### src/rtl/add_icb_pkg.sv
// Shared types and constants for the adder-accelerator ICB initiator.
package add_icb_pkg;

    typedef enum logic [2:0] {
        ST_IDLE = 3'd0,
        ST_CMD  = 3'd1,
        ST_RSP  = 3'd2,
        ST_WAIT = 3'd3,
        ST_DONE = 3'd4
    } state_e;

    typedef enum logic [2:0] {
        STEP_AUGEND  = 3'd0,
        STEP_ADDEND  = 3'd1,
        STEP_CONTROL = 3'd2,
        STEP_SUM     = 3'd3,
        STEP_STATUS  = 3'd4
    } step_e;

    localparam logic [31:0] DEF_BASE_ADDR   = 32'h1004_2000;
    localparam logic [31:0] DEF_OFF_AUGEND  = 32'h0000_0000;
    localparam logic [31:0] DEF_OFF_ADDEND  = 32'h0000_0004;
    localparam logic [31:0] DEF_OFF_CONTROL = 32'h0000_0008;
    localparam logic [31:0] DEF_OFF_SUM     = 32'h0000_000C;
    localparam logic [31:0] DEF_OFF_STATUS  = 32'h0000_0010;

    localparam logic [31:0] CTRL_ENABLE = 32'h0000_0001;
    localparam logic [3:0]  WMASK_WR    = 4'hF;
    localparam logic [3:0]  WMASK_RD    = 4'h0;

    typedef struct packed {
        logic        read;
        logic [31:0] addr;
        logic [31:0] wdata;
        logic [3:0]  wmask;
    } icb_cmd_t;

endpackage

### src/rtl/add_icb_master.sv
// ICB initiator: writes an operand pair and enable to the adder slave, waits,
// then reads back SUM and STATUS and presents them on a local result port.
module add_icb_master
    import add_icb_pkg::*;
#(
    parameter logic [31:0] BASE_ADDR   = DEF_BASE_ADDR,
    parameter logic [31:0] OFF_AUGEND  = DEF_OFF_AUGEND,
    parameter logic [31:0] OFF_ADDEND  = DEF_OFF_ADDEND,
    parameter logic [31:0] OFF_CONTROL = DEF_OFF_CONTROL,
    parameter logic [31:0] OFF_SUM     = DEF_OFF_SUM,
    parameter logic [31:0] OFF_STATUS  = DEF_OFF_STATUS,
    parameter int unsigned SETTLE      = 2
) (
    input  logic        clk,
    input  logic        rst_n,
    input  logic        req_valid,
    output logic        req_ready,
    input  logic [31:0] req_a,
    input  logic [31:0] req_b,
    output logic        res_valid,
    input  logic        res_ready,
    output logic [31:0] res_sum,
    output logic        res_overflow,
    output logic        res_err,
    output logic        icb_cmd_valid,
    input  logic        icb_cmd_ready,
    output logic        icb_cmd_read,
    output logic [31:0] icb_cmd_addr,
    output logic [31:0] icb_cmd_wdata,
    output logic [3:0]  icb_cmd_wmask,
    input  logic        icb_rsp_valid,
    output logic        icb_rsp_ready,
    input  logic [31:0] icb_rsp_rdata,
    input  logic        icb_rsp_err
);

    localparam logic       HAS_SETTLE  = (SETTLE > 0) ? 1'b1 : 1'b0;
    localparam logic [3:0] SETTLE_LAST = (SETTLE > 0) ? 4'(SETTLE - 1) : 4'd0;

    state_e      state_r, state_nx;
    step_e       step_r, step_nx;
    logic [3:0]  wait_cnt_r, wait_cnt_nx;
    logic [31:0] a_r, a_nx, b_r, b_nx;
    logic [31:0] sum_r, sum_nx;
    logic        ovf_r, ovf_nx;
    logic        err_r, err_nx;
    icb_cmd_t    cmd_r, cmd_nx;
    logic        req_ready_r, cmd_valid_r, rsp_ready_r, res_valid_r;

    function automatic icb_cmd_t step_cmd(input step_e step, input logic [31:0] a,
                                          input logic [31:0] b);
        icb_cmd_t c;
        c.read  = 1'b0;
        c.addr  = BASE_ADDR + OFF_AUGEND;
        c.wdata = a;
        c.wmask = WMASK_WR;
        case (step)
            STEP_AUGEND: begin
                c.addr  = BASE_ADDR + OFF_AUGEND;
                c.wdata = a;
            end
            STEP_ADDEND: begin
                c.addr  = BASE_ADDR + OFF_ADDEND;
                c.wdata = b;
            end
            STEP_CONTROL: begin
                c.addr  = BASE_ADDR + OFF_CONTROL;
                c.wdata = CTRL_ENABLE;
            end
            STEP_SUM: begin
                c.read  = 1'b1;
                c.addr  = BASE_ADDR + OFF_SUM;
                c.wdata = 32'h0000_0000;
                c.wmask = WMASK_RD;
            end
            STEP_STATUS: begin
                c.read  = 1'b1;
                c.addr  = BASE_ADDR + OFF_STATUS;
                c.wdata = 32'h0000_0000;
                c.wmask = WMASK_RD;
            end
            default: begin
                c.read  = 1'b0;
            end
        endcase
        return c;
    endfunction

    // Next-state, step sequencing and result capture.
    always_comb begin
        state_nx    = state_r;
        step_nx     = step_r;
        wait_cnt_nx = wait_cnt_r;
        a_nx        = a_r;
        b_nx        = b_r;
        sum_nx      = sum_r;
        ovf_nx      = ovf_r;
        err_nx      = err_r;
        case (state_r)
            ST_IDLE: begin
                if (req_valid) begin
                    a_nx     = req_a;
                    b_nx     = req_b;
                    step_nx  = STEP_AUGEND;
                    sum_nx   = 32'h0000_0000;
                    ovf_nx   = 1'b0;
                    err_nx   = 1'b0;
                    state_nx = ST_CMD;
                end else begin
                    state_nx = ST_IDLE;
                end
            end
            ST_CMD: begin
                if (icb_cmd_ready) begin
                    state_nx = ST_RSP;
                end else begin
                    state_nx = ST_CMD;
                end
            end
            ST_RSP: begin
                if (!icb_rsp_valid) begin
                    state_nx = ST_RSP;
                end else if (icb_rsp_err) begin
                    // An errored run reports a zero result regardless of earlier reads.
                    err_nx   = 1'b1;
                    sum_nx   = 32'h0000_0000;
                    ovf_nx   = 1'b0;
                    state_nx = ST_DONE;
                end else begin
                    if (step_r == STEP_SUM) begin
                        sum_nx = icb_rsp_rdata;
                    end else begin
                        sum_nx = sum_r;
                    end
                    if (step_r == STEP_STATUS) begin
                        ovf_nx = icb_rsp_rdata[0];
                    end else begin
                        ovf_nx = ovf_r;
                    end
                    if (step_r == STEP_CONTROL && HAS_SETTLE) begin
                        wait_cnt_nx = 4'd0;
                        state_nx    = ST_WAIT;
                    end else if (step_r == STEP_STATUS) begin
                        state_nx = ST_DONE;
                    end else begin
                        step_nx  = step_e'(step_r + 3'd1);
                        state_nx = ST_CMD;
                    end
                end
            end
            ST_WAIT: begin
                if (wait_cnt_r == SETTLE_LAST) begin
                    step_nx  = STEP_SUM;
                    state_nx = ST_CMD;
                end else begin
                    wait_cnt_nx = wait_cnt_r + 4'd1;
                    state_nx    = ST_WAIT;
                end
            end
            ST_DONE: begin
                if (res_ready) begin
                    err_nx   = 1'b0;
                    state_nx = ST_IDLE;
                end else begin
                    state_nx = ST_DONE;
                end
            end
            default: begin
                state_nx = ST_IDLE;
            end
        endcase
        cmd_nx = step_cmd(step_nx, a_nx, b_nx);
    end

    // State, datapath and output registers; handshake outputs follow the next state.
    always_ff @(posedge clk or negedge rst_n) begin
        if (!rst_n) begin
            state_r     <= ST_IDLE;
            step_r      <= STEP_AUGEND;
            wait_cnt_r  <= 4'd0;
            a_r         <= 32'h0000_0000;
            b_r         <= 32'h0000_0000;
            sum_r       <= 32'h0000_0000;
            ovf_r       <= 1'b0;
            err_r       <= 1'b0;
            cmd_r       <= '0;
            req_ready_r <= 1'b1;
            cmd_valid_r <= 1'b0;
            rsp_ready_r <= 1'b0;
            res_valid_r <= 1'b0;
        end else begin
            state_r     <= state_nx;
            step_r      <= step_nx;
            wait_cnt_r  <= wait_cnt_nx;
            a_r         <= a_nx;
            b_r         <= b_nx;
            sum_r       <= sum_nx;
            ovf_r       <= ovf_nx;
            err_r       <= err_nx;
            if (state_nx == ST_CMD) begin
                cmd_r <= cmd_nx;
            end
            req_ready_r <= (state_nx == ST_IDLE);
            cmd_valid_r <= (state_nx == ST_CMD);
            rsp_ready_r <= (state_nx == ST_RSP);
            res_valid_r <= (state_nx == ST_DONE);
        end
    end

    assign req_ready     = req_ready_r;
    assign res_valid     = res_valid_r;
    assign res_sum       = sum_r;
    assign res_overflow  = ovf_r;
    assign res_err       = err_r;
    assign icb_cmd_valid = cmd_valid_r;
    assign icb_cmd_read  = cmd_r.read;
    assign icb_cmd_addr  = cmd_r.addr;
    assign icb_cmd_wdata = cmd_r.wdata;
    assign icb_cmd_wmask = cmd_r.wmask;
    assign icb_rsp_ready = rsp_ready_r;

endmodule
### config.mk
export PLATFORM = sky130hd
export DESIGN_NAME = add_icb_master
export DESIGN_NICKNAME = d
export VERILOG_FILES = /design/src/rtl/add_icb_pkg.sv /design/src/rtl/add_icb_master.sv
export SDC_FILE = /design/constraint.sdc
export NUM_CORES = 1
export LEC_CHECK = 0
export ABC_AREA = 1
export CORE_MARGIN = 10
export CORE_UTILIZATION = 41
export DETAILED_ROUTE_END_ITERATION = 16
export MAX_ROUTING_LAYER = met4
export PLACE_DENSITY = 0.8
export SYNTH_ARGS = -nofsm -noshare
export SYNTH_HDL_FRONTEND = slang
export SYNTH_SLANG_ARGS = --single-unit
export TNS_END_PERCENT = 20
### constraint.sdc
create_clock -name clk -period 3.95 [get_ports clk]
set_input_delay 0.395 -clock clk [delete_from_list [all_inputs] [get_ports clk]]
set_output_delay 0.395 -clock clk [all_outputs]
set_load 0.05 [all_outputs]
After elaboration in Yosys (flattened, before gate mapping)
Cells that the tools add are included.
{"block": "word_totals", "word_cells": 94, "register_bits": 181, "inputBits": 103, "out_inout_bits": 107}
{"block": "op_classes", "n_reduce_logical": 10, "n_addsub": 2, "eq_ne": 24, "muxes": 42}
{"op": "2-to-1 mux 32 bit", "count": 8}
{"op": "case mux 37 bit (4 select lines)", "count": 1}
{"op": "case mux 32 bit (2 select lines)", "count": 1}
{"op": "2-to-1 mux 3 bit", "count": 11}
{"op": "equality test 3 x 2 -> 1 bit, second input constant", "count": 7}
{"op": "2-to-1 mux 4 bit", "count": 5}
{"op": "case mux 3 bit (5 select lines)", "count": 1}
{"op": "inequality test 2 bit, second input constant", "count": 7}
{"op": "equality test 3 bit, second input constant", "count": 4}
{"op": "AND reduction 5 bit", "count": 2}
{"op": "equality test 3 x 1 -> 1 bit, second input constant", "count": 3}
{"op": "2-to-1 mux 1 bit", "count": 9}
{"op": "case mux 3 bit (3 select lines)", "count": 1}
{"op": "case mux 4 bit (2 select lines)", "count": 1}
{"op": "AND reduction 4 bit", "count": 2}
{"op": "logical NOT 3 bit", "count": 2}
{"op": "inequality test 3 bit, second input constant", "count": 2}
{"op": "adder 4 x 1 -> 4 bit, second input constant", "count": 1}
{"op": "equality test 4 x 1 -> 1 bit, second input constant", "count": 1}
{"op": "2-to-1 mux 2 bit", "count": 2}
{"op": "nonzero test 2 bit", "count": 2}
{"op": "adder 3 x 1 -> 3 bit, second input constant", "count": 1}
{"op": "case mux 1 bit (3 select lines)", "count": 1}
{"op": "nonzero test 3 bit", "count": 1}
{"op": "2 further kinds", "count": 2}

Longest topological paths before layout
Gate-level depths: netlist (run 1).
{"block": "logic_depth", "depth_word": 9, "ltp_mapped": 14, "mapped_depth_nobuf": 14}

Worst setup path before layout (run 1)
OpenSTA, ideal clock, no wires.
{"block": "synth_path", "path_kind": "flip-flop to flip-flop", "start": "register step_r[0]", "end": "register cmd_r (netlist bit icb_cmd_wdata[10])", "setup_slack_ns": 2.068, "path_stages_with_launch": 13, "t_arrival_ns": 1.762, "n_path_buf": 1, "synth_period_minus_slack_ns": 1.882, "setup_time_ns": 0.120, "required_ns": 3.830, "cell_sequence": "dfrtp_1 > inv_1 > ha_1 > nand3b_1 > nand3_1 > nand2_1 > nor2_4 > nand2_1 > nor2_4 > nor2_8 > buf_6 > nand3_2 > a21oi_1"}
{"block": "synth_between", "elab_chain_cells": 8, "elab_cells_between_ends": 21, "cone_classes": "add/sub (1); eq/ne (7); mux (13)"}
{"element": "start, declared", "line": "add_icb_master.sv:41", "source": "step_e step_r, step_nx;"}
{"element": "start signal, assigned", "line": "add_icb_master.sv:193", "source": "step_r <= step_nx;"}
{"element": "adder 3 x 1 -> 3 bit or equality test 3 bit (tied branches)", "line": "add_icb_master.sv:146, add_icb_master.sv:143"}
{"element": "2-to-1 mux 3 bit", "line": "add_icb_master.sv:143", "source": "end else if (step_r == STEP_STATUS) begin"}
{"element": "2-to-1 mux 3 bit", "line": "add_icb_master.sv:140", "source": "if (step_r == STEP_CONTROL && HAS_SETTLE) begin"}
{"element": "2-to-1 mux 3 bit", "line": "add_icb_master.sv:123", "source": "end else if (icb_rsp_err) begin"}
{"element": "2-to-1 mux 3 bit", "line": "add_icb_master.sv:121", "source": "if (!icb_rsp_valid) begin"}
{"element": "case mux 3 bit (3 select lines)", "line": "add_icb_master.sv:99", "source": "case (state_r)"}
{"element": "equality test 3 bit (tied with other cells)", "line": "add_icb_master.sv:57", "source": "case (step)"}
{"element": "case mux 37 bit (4 select lines)", "line": "add_icb_master.sv:57"}
{"element": "end signal, assigned", "line": "add_icb_master.sv:201", "source": "cmd_r <= cmd_nx;"}
{"element": "end, declared", "line": "add_icb_master.sv:47", "source": "icb_cmd_t cmd_r, cmd_nx;"}
Parallel ways exist; a longest one is shown, timed or not.
A chain may end at the register's enable or synchronous reset.

Worst setup path after layout (run 1)
{"block": "layout_path", "start": "register step_r[0]", "end": "register cmd_r (netlist bit icb_cmd_wdata[31])"}
Same word-level chain as after synthesis.

==> out/results.txt, run 1 <==
Worst Path Required: 4.31 ns
Mapped Avg Cell Area: 8.49 um^2
Mapped Cells: 841
cell family contributing the most delay on the critical path: simple AND/OR/NAND/NOR gates
pre-CTS WS: 1.03 ns
RePlAce Congestion: 0.851
first-pass GRT wire length: 32400 um
worst setup margin: 1.29 ns
Vias/cell: 4.85
Clk pwr share: 18.6%
post-route ant nets: 0
drt initial violations: 343
n_diodes: 0
crit-path cells: inv_1 -> ha_1 -> nand3b_1 -> nand3_1 -> nand2_1 -> nor2_4 -> nor2_2 -> nor2_8 -> nand3_1 -> a21oi_1
simple-gate share of the synthesized area: 29.1%
Power Dens Cells: 914 nW/um^2
hold-fix buffer count after cts: 0
commonest non-fill, non-tap cell in the layout: nand2_1
WL/cell: 15.8 um
Die W: 152 um
VDD IR max: 0.472 mV
Hold Slack: 0.0561 ns
Longest Clk Path Bufs: 2
Total GRT Usage: 17.4%
Clock Latency Late Sink: 0.44 ns
ratio of cells with drive above 1 in the final layout: 10.1%
sequential share of power: 28.4%
Worst Path Buf+Inv: 1
critical path's most frequent cell: nand3_1
Crit path largest cell delay: 0.58 ns
Storage cell area: 3750 um^2
combinational family with the most area after synthesis: simple AND/OR/NAND/NOR gates
starting density of the core: 41.6%
post-synthesis compound-gate area fraction: 5.96%
vias in the first global route: 6298
DR vias: 6036
Gates resized, CTS repair: 0
critical path arrival: 3.01 ns
Synth warnings: 0
core region area: 17200 um^2
Clock Sink Count: 150
combinational power share: 53.0%
nets: 1115
Root Driver: clkbuf_16
area of the multi-input gates: 2680 um^2
status: complete, no violations
Adder-Cell Fraction of Synth Area: 1.05%
Post-CTS Setup Bufs: 0
Area Overhead vs Synth: 33.9%
# rows: 48
drt drc: 0
setup_tns: 0 ns
DRT Pass-1 Iters: 5
Post-Route WL: 19700 um
sw power: 4170 uW
Filler cells: 1551
Rel. slew slack: 30.9%
Hold Path Class: in -> async
sw frac: 47.7%
Synth Register Bits: 150
DP HPWL: 14000 um
H-tree level count: 4
fmax: 377 MHz
Hold Vio Cnt, Final: 0
die height: 152 um
CTS buffer count: 17
initial antenna violation count: 0
largest net degree at the start of global routing: 111
Port Buffers: 183
I/O pins: 210
Setup violations, final: 0
Worst-Margin Slew: 1.04 ns
Crit Path Class: reg -> reg
Worst path slowest cell: nor2_8
RSZ-0062 raised after global routing: false
clk slew on worst S/H paths: 0.06 ns
die outline area: 23100 um^2
clk_skew: 0.0120 ns
total grt overflow: 0
Post-Syn Area: 7140 um^2
Slew Viols, Final: 0
LEAKAGE: 0.00458 uW
crit start category: register
Crit Path Max Fanout: 32
internal power: 4570 uW
CP Capture Type: register
Yosys cell types: 31
post-layout min period: 2.66 ns
Seq/Total Area, Yosys: 52.6%
utilization after layout: 55.7%
CTS tree: yes
post-synthesis mux area share: 0%
Tcrit/Tclk final: 67.2%
most frequent cells in the layout: nand2_1, clkdlybuf4s50_1, dfrtp_1
XOR/XNOR share of the synthesized area: 0%
max-cap viol count: 0
cells in the mapped netlist (all sizes together):
cell    count  share of area, %
nand2     269                14
dfrtp     149                52
inv        83               4.4
nand3      74               7.4
buf        65               6.3
nor2       55               3.6
o21ai      41               2.9
a21oi      39               2.8
nand4      33               2.9
clkbuf     11              0.58
nor3        7              0.56
ha          6               1.1
or2         2              0.18
a31oi       1             0.088
and3        1             0.088
conb        1             0.053
dfstp       1              0.37
nand3b      1              0.11
o22ai       1             0.088
o31a        1              0.12
worst reg2reg max path: cells and delay by family, from the launching register on:
| kind | cells | cell delay [ns] |
|---|---|---|
| fa+ha+maj | 1 | 0.29 |
| flops | 1 | 0.40 |
| buf+inv | 1 | 0.11 |
| simple gates | 7 | 1.61 |
| compound gates | 1 | 0.17 |
state kept, by name, indices dropped and copies added (netlist names), 3 cells and up:
register and cells:
icb_cmd_addr 4, step_r 3, a_r 32, icb_cmd_wdata 32, b_r 32, res_sum 32, wait_cnt_r 4, state_r 3
worst paths after layout:
check                                     from                             to  slack, ns  depth (start not counted)
max in group asynchronous                rst_n         res_sum[0]$_DFFE_PN0P_       2.90                          2
max                        step_r[0]$_DFF_PN0_  icb_cmd_wdata[31]$_DFFE_PN0P_       1.29                         10
min in group clk             b_r[19]$_DFF_PN0_              b_r[19]$_DFF_PN0_       0.47                          2
max reg2reg                step_r[0]$_DFF_PN0_  icb_cmd_wdata[31]$_DFFE_PN0P_       1.29                         10
min                                      rst_n         res_sum[9]$_DFFE_PN0P_       0.06                          1
min reg2reg                  b_r[19]$_DFF_PN0_              b_r[19]$_DFF_PN0_       0.47                          2
area by class of cell:
class / count / share of cell area (%)
clock buffer: 19 / 4.63
inverter: 83 / 3.26
timing repair buffer: 197 / 20.3
clock inverter: 13 / 1.54
multi-input combinational: 557 / 28.1
sequential: 150 / 39.3
tap: 225 / 2.95
routing by layer:
layer | up-vias | part of all wire (%) | track usage, %
met5 | - | 0 | -
met4 | 0 | 1.5 | 6.28
met3 | 22 | 6.4 | 4.91
met2 | 220 | 47 | 27.1
met1 | 2846 | 45 | 21.3
li1 | 2948 | - | -
logic make-up after synthesis:
family                     Yosys count
buffers and inverters              159
AOI/OAI and AO/OA                   83
and+or+nand+nor                    442
adders and majority gates            6
DFF                                150
other                                1
stage by stage:
stage                     std cells  power, uW  cell area (um^2)
final                          1244       8740              9560
after global routing           1244       9350              9560
after CTS                      1244       8830              9560
after detailed placement       1212       7170              8970
after global placement         1212       7030              8970
after floorplan                 866       5900              7230
power by group through the flow:
stage / clock network (uW) / registers [uW] / logic (uW)
after floorplan: 0 / 3430 / 2460
after global placement: 0 / 2490 / 4550
after detailed placement: 0 / 2500 / 4670
after CTS: 1650 / 2490 / 4690
after global routing: 1720 / 2550 / 5080
final: 1630 / 2480 / 4630
Note: power is estimated with default switching activity, not from simulation.
==> run 2, diff against run 1 <==
PLACE_DENSITY = 0.83   (was 0.8)
clock period = 2.3 ns   (was 3.95 ns; I/O delays follow)
==> out/results.txt, run 2 (synthesized netlist as in run 1, its figures left out) <==
n_diodes: 0 (unchanged)
critical path arrival: 2.44 ns (-0.57 ns)
core region area: 17200 um^2 (unchanged)
Post-CTS Setup Bufs: 0 (unchanged)
Hold Slack: 0.299 ns (+0.243 ns)
drt initial violations: 308 (-10%)
Worst-Margin Slew: 0.573 ns (-0.463 ns)
Total GRT Usage: 17.3% (-0.069 points)
largest net degree at the start of global routing: 64 (-42%)
commonest non-fill, non-tap cell in the layout: nand2_1
CTS tree: yes
Vias/cell: 4.84 (-0.26%)
Port Buffers: 183 (unchanged)
clk_skew: 0.0106 ns (-0.00135 ns)
Post-Route WL: 19600 um (-0.40%)
starting density of the core: 41.6% (unchanged)
Placed Cells: 1221 (+0.74%)
status: complete, no violations
most frequent cells in the layout: nand2_1, clkdlybuf4s50_1, dfrtp_1
nets: 1125 (+0.90%)
CP Capture Type: register
Tcrit/Tclk final: 93.4% (+26 points)
RSZ-0062 raised after global routing: true
# rows: 48 (unchanged)
Post-Layout Cell Count: 1254 (+0.80%)
post-route ant nets: 0 (unchanged)
Rel. slew slack: 61.7% (+31 points)
CTS buffer count: 17 (unchanged)
WL/cell: 15.7 um (-1.2%)
DR vias: 6069 (+0.55%)
clk slew on worst S/H paths: 0.06 ns (about the same)
total grt overflow: 0 (unchanged)
I/O pins: 210 (unchanged)
Hold Vio Cnt, Final: 0 (unchanged)
Clock Latency Late Sink: 0.42 ns (-0.02 ns)
Critical Path Start: step_r[0]$_DFF_PN0_
max-cap viol count: 0 (unchanged)
placed cell area: 9150 um^2 (+2.0%)
Power Dens Cells: 1600 nW/um^2 (+75%)
vias in the first global route: 6257 (-0.65%)
r2r startpoint: step_r[0]$_DFF_PN0_
die outline area: 23100 um^2 (unchanged)
Longest Clk Path Bufs: 2 (unchanged)
pre-CTS WS: 0.104 ns (-0.922 ns)
Worst Path Required: 2.59 ns (-1.72 ns)
first-pass GRT wire length: 32300 um (-0.43%)
Crit Path Class: reg -> reg
DP HPWL: 14300 um (+2.1%)
fmax: 466 MHz (+24%)
worst setup margin: 0.152 ns (-1.14 ns)
post-layout min period: 2.15 ns (-0.508 ns)
Clock Sink Count: 150 (unchanged)
Hold Path Class: in -> async
H-tree level count: 4 (unchanged)
DRT Pass-1 Iters: 4 (-1)
Area Overhead vs Synth: 37.7%
Setup violations, final: 0 (unchanged)
LEAKAGE: 0.00471 uW (+2.9%)
ratio of cells with drive above 1 in the final layout: 11.0% (+0.87 points)
Die W: 152 um (unchanged)
drt drc: 0 (unchanged)
initial antenna violation count: 0 (unchanged)
die height: 152 um (unchanged)
fin area: 9830 um^2 (+2.9%)
utilization after layout: 57.3% (+1.6 points)
VDD IR max: 0.864 mV (+83%)
Crit Path Max Fanout: 12 (-63%)
Root Driver: clkbuf_16
crit start category: register
RePlAce Congestion: 0.897 (+5.4%)
Slew Viols, Final: 0 (unchanged)
## run 2: cell types whose count changed in the layout (fill, tap and decap cells not counted), moves of 2 or more
| cell | delta |
|---|---|
| buf_12 | +9 |
| inv_6 | -2 |
| bufinv_16 | +4 |
| clkinv_4 | -3 |
| clkinv_2 | +2 |
## run 2: critical path, stage by stage (launching register included)
cell and delay (ns):
dfrtp_1 0.42, ha_1 0.23, ha_1 0.27, nand3_1 0.09, nand2_1 0.08, nand2_1 0.05
nand2_1 0.10, nand2_2 0.10, inv_2 0.11, buf_4 0.21, nand2_1 0.09, o21ai_1 0.17
o21ai_0 0.10
## run 2: power breakdown
group	switching, uW	internal (uW)	total [uW]	leakage [uW]
sequential	500	3760	4260	0.00189
clock	1090	2060	3150	0.000319
combinational	5570	2780	8350	0.00251
total	7160	8610	15800	0.00471
## run 2: path summary, 6_finish.rpt
path,to,slack (ns),cells after the start
worst max-delay path,icb_cmd_wmask[2]$_DFFE_PN0P_,0.15,12
worst max register to register,icb_cmd_wmask[2]$_DFFE_PN0P_,0.15,12
max in group asynchronous,req_ready$_DFF_PN1_,1.17,3
worst min-delay path,res_sum[31]$_DFFE_PN0P_,0.30,2
worst min register to register,b_r[18]$_DFF_PN0_,0.47,2
min in group clk,a_r[18]$_DFF_PN0_,0.39,3
## run 2: through the flow
stage	TNS, ns	total power [uW]
3_3_place_gp	0	12500
3_5_place_dp	0	12700
6_report	0	15800
5_1_grt	-0.0583	16800
2_1_floorplan	0	10100
4_1_cts	0	15900
## run 2: layout make-up
class                   instances  area, um^2
flip-flops and latches        150        3750
repair buffers                207        2130
fillers                      1518        7340
well taps                     225         282
clock inverters                13         226
inverters                      83         312
clock buffers                  19         443
multi-input cells             557        2690
## run 2: layer usage
layer | vias to the layer above | track usage, % | part of all wire, %
li1 | 2966 | - | -
met2 | 212 | 27.7 | 48
met3 | 12 | 5.31 | 7.1
met1 | 2879 | 20.9 | 44
met4 | 0 | 4.45 | 1.0
met5 | - | - | 0
## run 2: timing repair
item / in CTS / in global routing
hold buffers: 1 / 0
endpoints found under the hold margin: 40 / 0
resized for setup: 0 / 3
endpoints found under the setup margin: 0 / 22
==> run 3, diff against run 2 <==
ABC_AREA = not set   (was 1)
==> out/results.txt, run 3 <==
Hold Slack: 0.330 ns (+0.0304 ns)
Root Driver: clkbuf_16
LEAKAGE: 0.00451 uW (-4.2%)
commonest non-fill, non-tap cell in the layout: clkdlybuf4s50_1
vias in the first global route: 5685 (-9.1%)
Crit Path Max Fanout: 14 (+2)
Synth warnings: 0 (unchanged)
worst setup margin: -0.129 ns (-0.280 ns)
DR vias: 5481 (-9.7%)
fin area: 10200 um^2 (+3.3%)
status: finished, violations left
critical path arrival: 2.77 ns (+0.33 ns)
r2r startpoint: wait_cnt_r[1]$_DFFE_PN0P_
R2R setup slack: -0.13 ns (-0.28 ns)
most frequent cells in the layout: clkdlybuf4s50_1, dfrtp_1, nand2_1
RSZ-0062 raised after global routing: true
nets: 985 (-12%)
Critical Path Start: wait_cnt_r[1]$_DFFE_PN0P_
Yosys top cell area share: 54.1% (+1.9 points)
most numerous cell in the Yosys netlist: dfrtp_1
largest cells by area after synthesis: dfrtp_1, mux2i_1, o21ai_0
Synth top cells by count: dfrtp_1, nand2_1, inv_1, o21ai_0, mux2i_1
Die W: 150 um (-1.6%)
post-synth top area cell: dfrtp_1
post-route ant nets: 0 (unchanged)
Worst path slowest cell: dfrtp_1
Vias/cell: 4.94 (+2.0%)
drt initial violations: 275 (-11%)
CTS buffer count: 17 (unchanged)
Reg2Reg Depth: 11 (-1)
Crit path largest cell delay: 0.40 ns (-0.02 ns)
Port Buffers: 183 (unchanged)
CP Capture Type: register
I/O pins: 210 (unchanged)
placed cell area: 9250 um^2 (+1.1%)
Post-Syn Area: 6890 um^2 (-3.6%)
VDD IR max: 0.759 mV (-12%)
clk slew on worst S/H paths: 0.06 ns (about the same)
largest net degree at the start of global routing: 65 (+1.6%)
Worst Path Required: 2.64 ns (+0.05 ns)
utilization after layout: 61.5% (+4.2 points)
Crit Path Class: reg -> reg
predominant post-synthesis flop cell: dfrtp_1
# rows: 47 (-2.1%)
post-layout min period: 2.43 ns (+0.280 ns)
fmax: 412 MHz (-12%)
total grt overflow: 0 (unchanged)
crit start category: register
r2r endpoint: icb_cmd_wdata[6]$_DFFE_PN0P_
first-pass GRT wire length: 30600 um (-5.2%)
Seq/Total Area, Yosys: 54.5% (+1.9 points)
die height: 150 um (-1.6%)
asr flop ratio synth: 100% (unchanged)
starting density of the core: 41.7% (+0.10 points)
drt drc: 0 (unchanged)
Setup violations, final: 31 (+31)
RePlAce Congestion: 0.874 (-2.5%)
Tcrit/Tclk final: 106% (+12 points)
Clock Latency Late Sink: 0.43 ns (about the same)
Rel. slew slack: 61.7% (about the same)
Clock Sink Count: 150 (unchanged)
setup_tns: -2.80 ns (-2.80 ns)
clk_skew: 0.0133 ns (+0.00274 ns)
Hold Vio Cnt, Final: 0 (unchanged)
Hold Path Class: in -> async
die outline area: 22400 um^2 (-3.1%)
Power Dens Cells: 1590 nW/um^2 (-0.97%)
Mapped Avg Cell Area: 10.6 um^2 (+25%)
Worst-Margin Slew: 0.572 ns (-0.000911 ns)
crit-path cells: inv_1 -> ha_1 -> or3b_4 -> o22a_1 -> o221ai_4 -> buf_6 -> o211ai_1 -> buf_4 -> buf_8 -> o31ai_2 -> o21bai_1
Synth Register Bits: 150 (unchanged)
core region area: 16500 um^2 (-3.8%)
Area Overhead vs Synth: 47.6%
Post-Route WL: 19300 um (-1.7%)
WL/cell: 17.4 um (+11%)
Total GRT Usage: 17.7% (+0.35 points)
DP HPWL: 13800 um (-3.8%)
H-tree level count: 4 (unchanged)
Yosys cell types: 54 (+74%)
DRT Pass-1 Iters: 4 (unchanged)
violated checks: setup timing
number of synthesized flops with an enable pin: 0 (unchanged)
ratio of cells with drive above 1 in the final layout: 18.7% (+7.7 points)
Slew Viols, Final: 0 (unchanged)
CTS tree: yes
Mapped Cells: 649 (-23%)
initial antenna violation count: 1 (+1)
Longest Clk Path Bufs: 2 (unchanged)
max-cap viol count: 0 (unchanged)
[run 3: cell count changes after synthesis, sizes merged, moves of 5 or more]
cell    change
o21ai      +27
nand2b      +5
inv         -6
clkbuf      +5
buf        -12
mux2i      +62
o21bai     +31
nand3      -69
a21oi      -31
o31ai      +33
nand4      -31
nor2       -47
nand2     -193
[run 3: repair_timing]
action                                  4_1_cts  5_1_grt
resized for setup                            27       34
pin swaps                                     3        6
setup buffers                                 4        3
hold buffers                                  1        0
endpoints found under the hold margin        48        0
endpoints found under the setup margin       33       35
[run 3: worst max-delay path, delay by kind of cell, from the launching register on]
kind / cells / cell delay, ns
flip-flops: 1 / 0.40
buffers and inverters: 4 / 0.54
adder cells (fa/ha/maj): 1 / 0.14
AND/OR/NAND/NOR: 1 / 0.40
AO/OA/AOI/OAI: 5 / 0.85
[run 3: per-layer routing]
metal	GRT usage [%]	vias to the layer above	share of wire, %
met1	21.4	2699	43
met3	5.50	22	7.3
met5	-	-	0
li1	-	2577	-
met2	28.0	183	48
met4	5.05	0	1.4
[run 3: logic make-up (layout without fill, tap and decap cells)]
logic type	count (synthesis)	after routing	synth area share, %
DFF	150	150	54.5
AOI/OAI and AO/OA	162	162	16.3
muxes	64	64	9.34
other	1	27	0.0545
xor gates and xnor gates	2	2	0.254
and+or+nand+nor	118	118	7.92
buffers and inverters	146	361	10.5
adders and majority gates	6	6	1.09
[run 3: cell type report]
class / instances / area, um^2
Fill cell: 1334 / 6360
Sequential cell: 150 / 3750
Multi-Input combinational cell: 378 / 2790
Timing Repair Buffer: 252 / 2480
Clock buffer: 19 / 443
Inverter: 77 / 289
Tap cell: 220 / 275
Clock inverter: 13 / 123
Antenna cell: 1 / 2.50
[run 3: where the power goes]
| part | total, uW | leakage, uW | internal (uW) | switching [uW] |
|---|---|---|---|---|
| Clock | 2660 | 0.000266 | 1530 | 1130 |
| Combinational | 9080 | 0.00237 | 3530 | 5550 |
| Sequential | 4390 | 0.00188 | 3840 | 552 |
[run 3: worst max-delay path by stage]
stage,end,cells past startpoint
finish,icb_cmd_wdata[6]$_DFFE_PN0P_,11
global route,icb_cmd_wdata[23]$_DFFE_PN0P_,11
CTS,icb_cmd_wdata[6]$_DFFE_PN0P_,11
detailed placement,icb_cmd_wdata[15]$_DFFE_PN0P_,9
global placement,icb_cmd_wdata[18]$_DFFE_PN0P_,9
floorplan,icb_cmd_wdata[11]$_DFFE_PN0P_,9
[run 3: stage by stage]
step                std cells  total power, uW  worst slack [ns]
global placement         1069            12500            -0.225
detailed placement       1069            12700            -0.334
finish                   1110            16100            -0.129
floorplan                 674             9690           -0.0348
CTS                      1106            15800           -0.0728
global route             1110            17100            -0.253
